File: src/rtl/regfile_wb_sched.sv
// Writeback scheduler and busy-bit scoreboard in front of the register file write port.
// Optional macro WB_BYPASS_EN: lookups see a writeback accepted this cycle as already cleared.
module regfile_wb_sched #(
   parameter int REG_DATA_WIDTH_POW = 6,
   parameter int REG_MEM_DEPTH_POW  = 5
) (
   input  logic                                 clk_in,
   input  logic                                 reset_n_in,
   input  logic                                 req0_valid_in,
   input  logic [REG_MEM_DEPTH_POW-1:0]         req0_rd_in,
   input  logic [(1<<REG_DATA_WIDTH_POW)-1:0]   req0_data_in,
   output logic                                 req0_ready_out,
   input  logic                                 req1_valid_in,
   input  logic [REG_MEM_DEPTH_POW-1:0]         req1_rd_in,
   input  logic [(1<<REG_DATA_WIDTH_POW)-1:0]   req1_data_in,
   output logic                                 req1_ready_out,
   input  logic                                 issue_valid_in,
   input  logic [REG_MEM_DEPTH_POW-1:0]         issue_rd_in,
   input  logic [REG_MEM_DEPTH_POW-1:0]         rs1_in,
   input  logic [REG_MEM_DEPTH_POW-1:0]         rs2_in,
   output logic                                 rs1_busy_out,
   output logic                                 rs2_busy_out,
   output logic                                 rd_busy_out,
   output logic [REG_MEM_DEPTH_POW-1:0]         rd_out,
   output logic [(1<<REG_DATA_WIDTH_POW)-1:0]   data_write_out,
   output logic                                 write_en_out,
   output logic                                 waw_err_out
);

   localparam int REG_DATA_WIDTH = 1 << REG_DATA_WIDTH_POW;
   localparam int REG_MEM_DEPTH  = 1 << REG_MEM_DEPTH_POW;
   localparam logic [REG_MEM_DEPTH-1:0] ONE_HOT0 = {{(REG_MEM_DEPTH-1){1'b0}}, 1'b1};

   logic                          r_rr;
   logic [REG_MEM_DEPTH-1:0]      r_busy;
   logic [REG_MEM_DEPTH_POW-1:0]  r_rd;
   logic [REG_DATA_WIDTH-1:0]     r_data;
   logic                          r_we;
   logic                          r_waw;

   logic                          w_gnt0;
   logic                          w_gnt1;
   logic                          w_xfer;
   logic [REG_MEM_DEPTH_POW-1:0]  w_wb_rd;
   logic [REG_DATA_WIDTH-1:0]     w_wb_data;
   logic                          w_wb_live;
   logic                          w_set;
   logic [REG_MEM_DEPTH-1:0]      w_set_vec;
   logic [REG_MEM_DEPTH-1:0]      w_clr_vec;
   logic [REG_MEM_DEPTH-1:0]      w_busy_raw;
   logic [REG_MEM_DEPTH-1:0]      w_busy_nxt;
   logic [REG_MEM_DEPTH-1:0]      w_view;
   logic                          w_waw;

   // Valid/ready: a writeback moves when valid and ready are both high at posedge;
   // ready is combinational and at most one requester is granted; rr breaks ties.
   assign w_gnt0 = req0_valid_in & (~req1_valid_in | ~r_rr);
   assign w_gnt1 = req1_valid_in & (~req0_valid_in |  r_rr);
   assign w_xfer = w_gnt0 | w_gnt1;

   assign w_wb_rd   = w_gnt0 ? req0_rd_in   : req1_rd_in;
   assign w_wb_data = w_gnt0 ? req0_data_in : req1_data_in;
   assign w_wb_live = w_xfer && (w_wb_rd != '0);

   assign w_set     = issue_valid_in && (issue_rd_in != '0);
   assign w_set_vec = w_set     ? (ONE_HOT0 << issue_rd_in) : '0;
   assign w_clr_vec = w_wb_live ? (ONE_HOT0 << w_wb_rd)     : '0;

   // A new producer issued on the same edge as the old one retires keeps the bit set.
   assign w_busy_raw = (r_busy & ~w_clr_vec) | w_set_vec;
   assign w_busy_nxt = {w_busy_raw[REG_MEM_DEPTH-1:1], 1'b0};

`ifdef WB_BYPASS_EN
   assign w_view = r_busy & ~(w_clr_vec & ~w_set_vec);
`else
   assign w_view = r_busy;
`endif

   // The retiring producer on this edge is not a WAW conflict.
   assign w_waw = w_set && r_busy[issue_rd_in] && !w_clr_vec[issue_rd_in];

   always_ff @(posedge clk_in or negedge reset_n_in) begin
      if (!reset_n_in) begin
         r_rr   <= 1'b0;
         r_busy <= '0;
         r_rd   <= '0;
         r_data <= '0;
         r_we   <= 1'b0;
         r_waw  <= 1'b0;
      end else begin
         r_busy <= w_busy_nxt;
         if (w_waw) r_waw <= 1'b1;
         if (w_xfer) begin
            r_rr   <= w_gnt0;
            r_rd   <= w_wb_rd;
            r_data <= w_wb_data;
            r_we   <= w_wb_live;
         end else begin
            r_we   <= 1'b0;
         end
      end
   end

   assign req0_ready_out = w_gnt0;
   assign req1_ready_out = w_gnt1;
   assign rs1_busy_out   = w_view[rs1_in];
   assign rs2_busy_out   = w_view[rs2_in];
   assign rd_busy_out    = w_view[issue_rd_in];
   assign rd_out         = r_rd;
   assign data_write_out = r_data;
   assign write_en_out   = r_we;
   assign waw_err_out    = r_waw;

endmodule

File: config.mk
export PLATFORM = sky130hd
export DESIGN_NAME = regfile_wb_sched
export DESIGN_NICKNAME = d
export VERILOG_FILES = /design/src/rtl/regfile_wb_sched.sv
export SDC_FILE = /design/constraint.sdc
export NUM_CORES = 1
export LEC_CHECK = 0
export CAP_MARGIN = 20
export CORE_MARGIN = 5
export CORE_UTILIZATION = 44
export CTS_BUF_LIST = sky130_fd_sc_hd__clkbuf_8
export DETAILED_ROUTE_END_ITERATION = 10
export GPL_TIMING_DRIVEN = 0
export HOLD_SLACK_MARGIN = 0.08
export PLACE_DENSITY = 0.81
export SLEW_MARGIN = 20
export SYNTH_ARGS = -nofsm -noshare
export SYNTH_HDL_FRONTEND = slang
export SYNTH_SLANG_ARGS = --single-unit
export TNS_END_PERCENT = 50
File: constraint.sdc
create_clock -name clk_in -period 2.6 [get_ports clk_in]
set_input_delay 0.39 -clock clk_in [delete_from_list [all_inputs] [get_ports clk_in]]
set_output_delay 0.39 -clock clk_in [all_outputs]
set_load 0.05 [all_outputs]
Word-level counts from Yosys, hierarchy flattened
Index checks and enable logic that the tools add are counted.
{ "word_totals": {"reg_bits": 103, "inputBits": 158, "out_inout_bits": 76, "elab_cells": 42} }
{ "classes": {"magnitude_cmp": 3, "shift": 2, "muxes": 13, "bitwise": 11, "n_reduce_logical": 7} }
{ "op_table": {"columns": ["cell", "n"], "rows": [
  ["$mux 32", 2],
  ["$mux 64", 1],
  ["$shl 1x5->32 const A", 2],
  ["$and 32x32->32", 1],
  ["$not 32->32", 1],
  ["$or 32x32->32", 1],
  ["$bmux 1 s5", 4],
  ["$lt 5x6->1 const B", 3],
  ["$reduce_bool 5->1", 2],
  ["$mux 1", 5],
  ["$mux 5", 1],
  ["$logic_and 1x1->1", 4],
  ["$not 1->1", 3],
  ["$or 1x1->1", 3],
  ["$and 1x1->1", 2],
  ["$logic_not 1->1", 1]
]} }

Logic depth before layout (Yosys ltp)
Gate-level depths: netlist of run 1.
{ "logic_depth": {"depth_word": 11, "ltp_mapped": 9, "ltp_nobuf": 7} }

Least setup slack after synthesis of run 1
No wires, ideal clock.
{ "synth_path": {"kind": "input to output", "from": "input port rs1_in[0]", "to": "output port rs1_busy_out", "t_arrival_ns": 2.195, "required_ns": 2.210, "path_slack_ns": 0.015, "path_stages": 4, "n_path_buf": 1, "cell_sequence": "clkbuf_1 mux4_2 mux4_2 mux2_2"} }
{ "synth_between": {"elab_chain_cells": 2} }
{ "synth_rtl": {"columns": ["item", "line", "rtl"], "rows": [
  ["from (decl)", "19", "input logic [REG_MEM_DEPTH_POW-1:0] rs1_in,"],
  ["$bmux 1 s5", "106", "assign rs1_busy_out = w_view[rs1_in];"],
  ["$mux 1 (implied by the code)", "106", null],
  ["to (decl)", "21", "output logic rs1_busy_out,"]
]} }
No other way between the ends. The select of a mux whose other input is x is not followed.

Worst setup path in the final report of run 1
{ "layout_path": {"from": "register r_busy[4]", "to": "output port rd_busy_out"} }
{ "layout_between": {"elab_chain_cells": 2} }
{ "layout_rtl": {"columns": ["item", "line", "rtl"], "rows": [
  ["from (decl)", "35", "logic [REG_MEM_DEPTH-1:0] r_busy;"],
  ["from (signal assigned)", "91", "r_busy <= w_busy_nxt;"],
  ["$bmux 1 s5", "108", "assign rd_busy_out = w_view[issue_rd_in];"],
  ["$mux 1 (implied by the code)", "108", null],
  ["to (decl)", "23", "output logic rd_busy_out,"]
]} }
No other way between the ends. The select of a mux whose other input is x is not followed.

==> results of run 1 <==
-- Yosys cell counts (2+ instances only) --
master	count	area, sq um
nand2b_1	4	25.0
inv_1	7	26.3
nand3_1	10	50.1
nand2_1	21	78.8
mux4_2	20	450
mux2_2	16	180
buf_6	2	22.5
nor3_1	3	15.0
dfrtp_1	103	2580
o22ai_1	67	419
o21ai_1	2	10.0
nor2b_1	2	12.5
clkbuf_1	34	128
o21ai_0	65	325
a32oi_1	2	17.5
buf_2	2	10.0
nand3b_1	7	52.6
buf_1	3	11.3
a31oi_1	5	31.3
or2_2	2	12.5
mux4_1	6	158
xnor2_1	2	17.5
nor2_1	143	537
nor3b_1	8	60.1
mux2i_1	5	50.1
o31ai_1	2	15.0
-- per-stage QoR --
stage | hold WS [ps] | worst slack [ps] | area, sq um
2_1_floorplan | 94.4 | 15.4 | 5450
3_3_place_gp | 520 | -2650 | 7850
3_5_place_dp | 390 | -1110 | 7870
4_1_cts | 410 | -200 | 8160
5_1_grt | 426 | -87.8 | 8210
6_report | 429 | -28.7 | 8210
-- path summary, 6_finish.rpt --
path | from | to | slack, ps | cells after the start
worst max-delay path | r_busy[4] | rd_busy_out | -30 | 4
worst min-delay path | req0_rd_in[2] | rd_out[2] | 430 | 3
worst max register to register | r_rr | waw_err_out | 330 | 7
worst min register to register | data_write_out[33] | data_write_out[33] | 540 | 2
max in group asynchronous | reset_n_in | rd_out[2] | 1400 | 3
min in group asynchronous | reset_n_in | data_write_out[25] | 550 | 2
-- registers in the layout, indices dropped and copies added (netlist names) --
signal / flops
write_en_out: 1
data_write_out: 64
r_busy: 31
waw_err_out: 1
rd_out: 5
r_rr: 1
-- final cells by class --
class                   instances  area (sq um)  area share
flip-flops and latches        103          2580       0.314
multi-input cells             408          2670       0.325
diodes                          3          7.51    0.000914
inverters                       8          31.3     0.00381
repair buffers                227          2280       0.278
well taps                     168           210      0.0256
clock inverters                 7           121      0.0148
plain buffers                  41           190      0.0232
clock buffers                   9           124      0.0151
-- cells by family after synthesis --
family,count (synthesis),synth area share
simple gates,201,0.156
compound gates,156,0.170
flops,103,0.473
buf+inv,50,0.0385
mux,48,0.158
xor+xnor,3,0.00482
-- critical path, cell delays in order (launching register included) --
cell     delay (ps)
dfrtp_1         450
mux4_1          490
mux2_2          280
mux4_2          490
buf_8           170
-- repair_timing --
item                       CTS  global route
hold endpoints to repair    55             0
gates resized for setup     24            20
buffers inserted             1             6
pin swaps                    1             0
setup endpoints to repair    5             4
hold buffers                 1             0
-- per-layer routing --
metal	GRT usage	up-vias	routed length, um
met3	0.0984	58	1970
met5	0	-	0
met2	0.449	293	9940
met1	0.305	2690	7320
li1	-	2514	-
met4	0.123	0	861
-- report_power, final --
group	switching [uW]	total [uW]	internal, uW
logic	1200	2140	940
registers	233	2110	1870
clock network	573	1220	645
total	2010	5460	3460
==> flow_summary.yaml, run 1 <==
outcome:
  status: "complete, but fails checks"
  violations: "setup timing"
drt:
  viasPerCell: 5.70
  ant_nets: 0
  wire_per_inst_um: 20.6
  firstDrtPassIters: 5
  via_count: 5555
  drt_iter0_markers: 364
  wl_mm: 20.1
  drcViolationCount: 0
sta:
  setup_tns_ps: -68.0
  setup_viol_count_final: 3
  worstMarginPinSlew_ps: 797
  finalClockSkew_ps: 11.1
  max_freq_mhz: 380
  period_share: 1.01
  max_slew_margin: 0.466
  finalHoldViolCount: 0
  final_max_slew_viol_count: 0
  rsz0062_at_grt: "true"
  period_minus_slack_ps: 2630
  setup_ws_ps: -28.7
synthesis:
  synth.distinct_cells: 44
  ys_seq_elements: 103
  synth_fp_nets: 719
  synthCells: 561
  synth_enable_flop_cells: 0
  yosysWarnings: 0
  async_flop_share: 1.00
  synth_area_sq_mm: 0.00545
  synth.avg_cell_area_sq_um: 9.72
  synth_flop_cell: "dfrtp_1"
  ys_seq_area_frac: 0.473
finish:
  stdcell_count: 974
  drive_above_1_share: 0.105
  mostFrequentLayoutCells: "clkdlybuf4s50_1, nor2_1, dfrtp_1"
  syn2layout_area_growth_pct: 50.6
  nFillCells: 927
  final_common_cell: "clkdlybuf4s50_1"
  num-nets-final: 956
  fin_util: 0.681
floorplan:
  die_h_um: 121
  initial_core_util: 0.452
  rows: 40
  io_pins: 234
  dieWidth_um: 121
  core_sq_mm: 0.0121
  die_area_sq_mm: 0.0147
worst_setup_path:
  path_class: "register to output port"
  worstPathMaxFanout: 4
  worst-endpoint-required_ps: 2210
  end_kind: "output port"
  setup.worst_path.start_class: "register"
  arrival_ps: 2240
global_route:
  grt.overflow.total: 0
  grt_pass1_wl_mm: 30.5
  grt_start_max_net_pins: 57
  grt_use_total: 0.268
  antenna_found_initial: 3
  grt_pass1_vias: 5696
clock_network:
  h-tree-depth: 3
  cts_tree: "done"
  clkTransAtPathRegs_ps: 100
  root_buffer: "clkbuf_8"
  cts.sinks: 103
  clkLatencyLatePin_ps: 370
  numCtsBuffers: 9
  clock_path_buffers: 2
place:
  numPortBuffers: 218
  gp_congestion: 0.912
  hpwl_mm: 15.5
  dp_cells: 948
hold_path:
  hp-class: "input pin to register"
flow_run:
  drv_cap: 0
power_and_ir_drop:
  p_leak_uw: 0.00322
  total_power_uw: 5460
  ir_drop_mv: 0.435
  pwr_density_cell_mw_per_mm2: 666
(Power assumes the default switching activity.)
==> run 2: changes to the inputs <==
- MAX_ROUTING_LAYER: not set -> met4
==> run 2 against run 1 <==
Compared with the run above: the run still ends with setup timing left; sequential power is essentially flat; global-route usage is 0.95 points higher; setup slack got worse by 23 ps; sequential share of layout area up 0.17 points; cell count fell by 0.41%; via count hardly changed; maximum frequency is 0.87% lower; register-to-register slack got worse by 100 ps; worst hold slack got worse by 3.8 ps.
==> flow_summary.yaml, run 2 (same netlist as run 1, synthesis figures left out) <==
sta:
  finalHoldViolCount: 0
  max_freq_mhz: 377
  hold_ws_ps: 425
  final_max_slew_viol_count: 0
  setup_ws_ps: -51.7
  period_share: 1.02
  max_slew_margin: 0.387
  period_minus_slack_ps: 2650
  setup_viol_count_final: 3
  worstMarginPinSlew_ps: 915
  setup_tns_ps: -86.9
  finalClockSkew_ps: 15.1
  rsz0062_at_grt: "true"
floorplan:
  die_h_um: 121
  initial_core_util: 0.452
  die_area_sq_mm: 0.0147
  rows: 40
  dieWidth_um: 121
  core_sq_mm: 0.0121
  io_pins: 234
drt:
  ant_nets: 0
  wl_mm: 20.2
  drcViolationCount: 0
  drt_iter0_markers: 458
  firstDrtPassIters: 6
  via_count: 5551
  wire_per_inst_um: 20.8
  viasPerCell: 5.72
worst_setup_path:
  cpMaxStageDelayCell: "mux4_2"
  path_class: "register to output port"
  setup.worst_path.start_class: "register"
  r2r_cells: 7
  end_kind: "output port"
  arrival_ps: 2260
  regToRegEndpoint: "waw_err_out"
  crit_family: "multiplexers"
  path_buf_inv: 1
  worstPathMaxFanout: 4
  rrSetupSlack_ps: 230
  worst-endpoint-required_ps: 2210
  rr_startpoint: "r_rr"
  crit_top_cell: "mux4_2"
  slowest_delay_ps: 510
  worstPathCellList: "mux4_2 -> mux2_4 -> mux4_2 -> buf_8"
global_route:
  grt_pass1_vias: 5757
  grt.overflow.total: 0
  grt_use_total: 0.277
  grt_start_max_net_pins: 79
  antenna_found_initial: 1
  grt_pass1_wl_mm: 30.7
finish:
  num-nets-final: 954
  stdcell_count: 970
  postLayoutCellArea_sq_mm: 0.00816
  largest_reg_flops: 64
  drive_above_1_share: 0.102
  syn2layout_area_growth_pct: 49.7
  mostFrequentLayoutCells: "clkdlybuf4s50_1, nor2_1, dfrtp_1"
  final_common_cell: "clkdlybuf4s50_1"
power_and_ir_drop:
  pwr_density_cell_mw_per_mm2: 653
  total_power_uw: 5330
  ir_drop_mv: 0.345
  p_leak_uw: 0.00320
outcome:
  violations: "setup timing"
  status: "complete, but fails checks"
place:
  hpwl_mm: 15.5
  numPortBuffers: 218
  place_area_sq_mm: 0.00787
  gp_congestion: 0.920
  dp_cells: 948
clock_network:
  cts_tree: "done"
  clkLatencyLatePin_ps: 370
  root_buffer: "clkbuf_8"
  h-tree-depth: 3
  clkTransAtPathRegs_ps: 110
  cts.sinks: 103
  numCtsBuffers: 9
  clock_path_buffers: 2
flow_run:
  drv_cap: 0
hold_path:
  worstHoldEndpoint: "rd_out[2]"
  hold_start: "req0_rd_in[2]"
  holdPathStages: 3
  hp-class: "input pin to register"
==> run 2: worst max path at each step <==
stage / endpoint / slack, ps / start / cells past startpoint
after floorplan: rs1_busy_out / 20 / rs1_in[0] / 4
after global placement: data_write_out[2] / -2640 / reset_n_in / 1
after detailed placement: rd_busy_out / -1120 / issue_rd_in[4] / 6
after CTS: rs1_busy_out / -190 / r_busy[31] / 4
after global routing: rd_busy_out / -110 / r_busy[31] / 4
final: rd_busy_out / -50 / r_busy[30] / 4
==> run 2: power by group <==
part | switching (uW) | internal [uW]
clock | 623 | 475
sequential | 244 | 1870
combinational | 1200 | 922
==> run 2: worst register-to-register path, cell delays in order, from the launching register on <==
cell,delay (ps)
dfrtp_1,460
a21bo_2,160
buf_4,170
clkinv_2,180
a31oi_1,740
mux2_2,300
o311ai_1,110
a32oi_1,170
==> run 2: repair_timing <==
item | 4_1_cts | 5_1_grt
setup buffers | 1 | 4
resized for setup | 24 | 17
hold endpoints to repair | 25 | 0
gates cloned | 0 | 0
endpoints found under the setup margin | 5 | 4
hold buffers | 1 | 0
pin swaps | 1 | 0
==> run 2: routing by layer <==
| metal | wire (um) | up-vias | GRT usage |
|---|---|---|---|
| met4 | 648 | 0 | 0.0994 |
| met1 | 7370 | 2700 | 0.319 |
| met3 | 1820 | 51 | 0.0765 |
| met2 | 10300 | 292 | 0.467 |
| met5 | 0 | - | - |
| li1 | - | 2508 | - |
==> run 2: area by class of cell <==
class	count	area, sq um
Timing Repair Buffer	225	2260
Multi-Input combinational cell	408	2670
Buffer	41	190
Inverter	8	31.3
Antenna cell	1	2.50
Sequential cell	103	2580
Clock inverter	7	100
Fill cell	929	3900
Clock buffer	9	124
Tap cell	168	210
==> run 2: metrics by stage <==
| stage | setup slack, ps | utilization |
|---|---|---|
| 5_1_grt | -112 | 0.677 |
| 2_1_floorplan | 15.4 | - |
| 3_5_place_dp | -1120 | 0.653 |
| 3_3_place_gp | -2640 | 0.650 |
| 6_report | -51.7 | 0.677 |
| 4_1_cts | -187 | 0.675 |
==> run 3: changes to the inputs <==
- CORE_MARGIN: 5 -> not set
- CORE_UTILIZATION: 44 -> 47
- PLACE_DENSITY: 0.81 -> 0.86
- clock period: 2.6 -> 3.25 ns (I/O delays scaled with it)
==> run 3 against run 2 <==
Compared with the run above: the run now ends clean; count of clock-buffer cells in the layout rose by 2; non-clock buffer count shrank 5; utilization rose by 5.4 points; critical path type is now input pin to output port; largest power group unchanged.
==> flow_summary.yaml, run 3 (same netlist as run 1, synthesis figures left out) <==
outcome:
  status: "complete, no violations"
floorplan:
  die_h_um: 110
  dieWidth_um: 110
  rows: 38
  initial_core_util: 0.492
  io_pins: 234
  die_area_sq_mm: 0.0120
  core_sq_mm: 0.0111
place:
  gp_congestion: 0.904
  hpwl_mm: 14.5
  place_area_sq_mm: 0.00784
  numPortBuffers: 218
hold_path:
  hp-class: "input pin to register"
finish:
  num_antenna_cells: 0
  fin_util: 0.731
  largest_reg_flops: 64
  nFillCells: 801
  seq_area_sq_mm: 0.00258
  num-nets-final: 949
  postLayoutCellArea_sq_mm: 0.00810
  mostFrequentLayoutCells: "clkdlybuf4s50_1, nor2_1, dfrtp_1"
  final_common_cell: "clkdlybuf4s50_1"
  drive_above_1_share: 0.0892
  multiInputGateArea_sq_mm: 0.00268
  syn2layout_area_growth_pct: 48.5
power_and_ir_drop:
  ir_drop_mv: 0.396
  p_sw_uw: 1570
  combPwrFrac: 0.385
  pwr_density_cell_mw_per_mm2: 526
  p_leak_uw: 0.00320
  pwr-share-clk: 0.221
  p_int_uw: 2690
  switching_share: 0.369
  seqPwrFrac: 0.394
clock_network:
  clkLatencyLatePin_ps: 380
  numCtsBuffers: 9
  clock_path_buffers: 2
  cts_tree: "done"
  clkTransAtPathRegs_ps: 90
  cts_post_setup_buffers_inserted: 0
  cts.sinks: 103
  root_buffer: "clkbuf_8"
  h-tree-depth: 3
drt:
  viasPerCell: 5.95
  via_count: 5572
  drcViolationCount: 0
  ant_nets: 0
  wire_per_inst_um: 20.0
  firstDrtPassIters: 5
  drt_iter0_markers: 361
  wl_mm: 18.7
worst_setup_path:
  rr_startpoint: "r_rr"
  crit_end: "rd_busy_out"
  worst-endpoint-required_ps: 2760
  path_class: "input pin to output port"
  setup.worst_path.start_class: "input pin"
  rrSetupSlack_ps: 910
  end_kind: "output port"
  r2r_cells: 7
  critPathLaunch: "issue_rd_in[4]"
  regToRegEndpoint: "waw_err_out"
  worstPathMaxFanout: 10
  arrival_ps: 2690
flow_run:
  drv_cap: 0
global_route:
  grt_pass1_wl_mm: 29.3
  grt_start_max_net_pins: 56
  antenna_found_initial: 0
  grt.overflow.total: 0
  grt_pass1_vias: 5851
  grt_use_total: 0.337
sta:
  max_freq_mhz: 315
  period_minus_slack_ps: 3170
  finalClockSkew_ps: 8.05
  max_slew_margin: 0.383
  finalHoldViolCount: 0
  worstMarginPinSlew_ps: 921
  setup_tns_ps: 0
  rsz0062_at_grt: "false"
  setup_viol_count_final: 0
  final_max_slew_viol_count: 0
  period_share: 0.977
[run 3: critical path: stages]
cell and delay [ps]:
clkdlybuf4s50_1 590, clkbuf_4 260, mux4_1 290, mux2_2 280
mux4_2 530, buf_2 240
[run 3: per-layer routing]
layer / GRT usage / wire length (um) / up-vias / share of wire
li1: - / - / 2512 / -
met1: 0.379 / 6890 / 2729 / 0.37
met2: 0.559 / 9360 / 278 / 0.50
met3: 0.0907 / 1650 / 53 / 0.088
met4: 0.157 / 776 / 0 / 0.042
met5: - / 0 / - / 0
[run 3: what timing repair did]
action,4_1_cts,5_1_grt
endpoints found under the setup margin,4,2
hold buffers,1,0
hold endpoints to repair,13,0
resized for setup,12,3
[run 3: area by class of cell]
cell class                      count  area share
Clock buffer                       11      0.0187
Multi-Input combinational cell    408       0.330
Tap cell                          140      0.0216
Buffer                             41      0.0227
Sequential cell                   103       0.318
Clock inverter                      5      0.0107
Timing Repair Buffer              220       0.274
Inverter                            8     0.00386
[run 3: per-stage QoR]
stage / setup slack (ps) / total power, uW / hold WS [ps] / instances
6_report: 75.5 / 4260 / 533 / 936
5_1_grt: 10.8 / 4440 / 552 / 936
4_1_cts: -26.5 / 4260 / 512 / 936
3_5_place_dp: -606 / 3330 / 488 / 920
3_3_place_gp: -2140 / 3280 / 518 / 919
2_1_floorplan: 470 / 2650 / 192 / 561
[run 3: worst min path at each step]
stage | endpoint | cells after the start | startpoint
after CTS | rd_out[2] | 3 | req0_rd_in[2]
after detailed placement | data_write_out[11] | 1 | reset_n_in
final | rd_out[2] | 3 | req0_rd_in[2]
after global placement | data_write_out[35] | 2 | data_write_out[35]
after global routing | rd_out[1] | 3 | req0_rd_in[1]
after floorplan | data_write_out[0] | 0 | reset_n_in
[run 3: power groups by stage]
stage               logic (uW)  registers, uW  clock network (uW)
finish                    1640           1680                 942
floorplan                  608           2050                   0
global route              1740           1700                 995
global placement          1600           1680                   0
CTS                       1640           1670                 950
detailed placement        1630           1690                   0
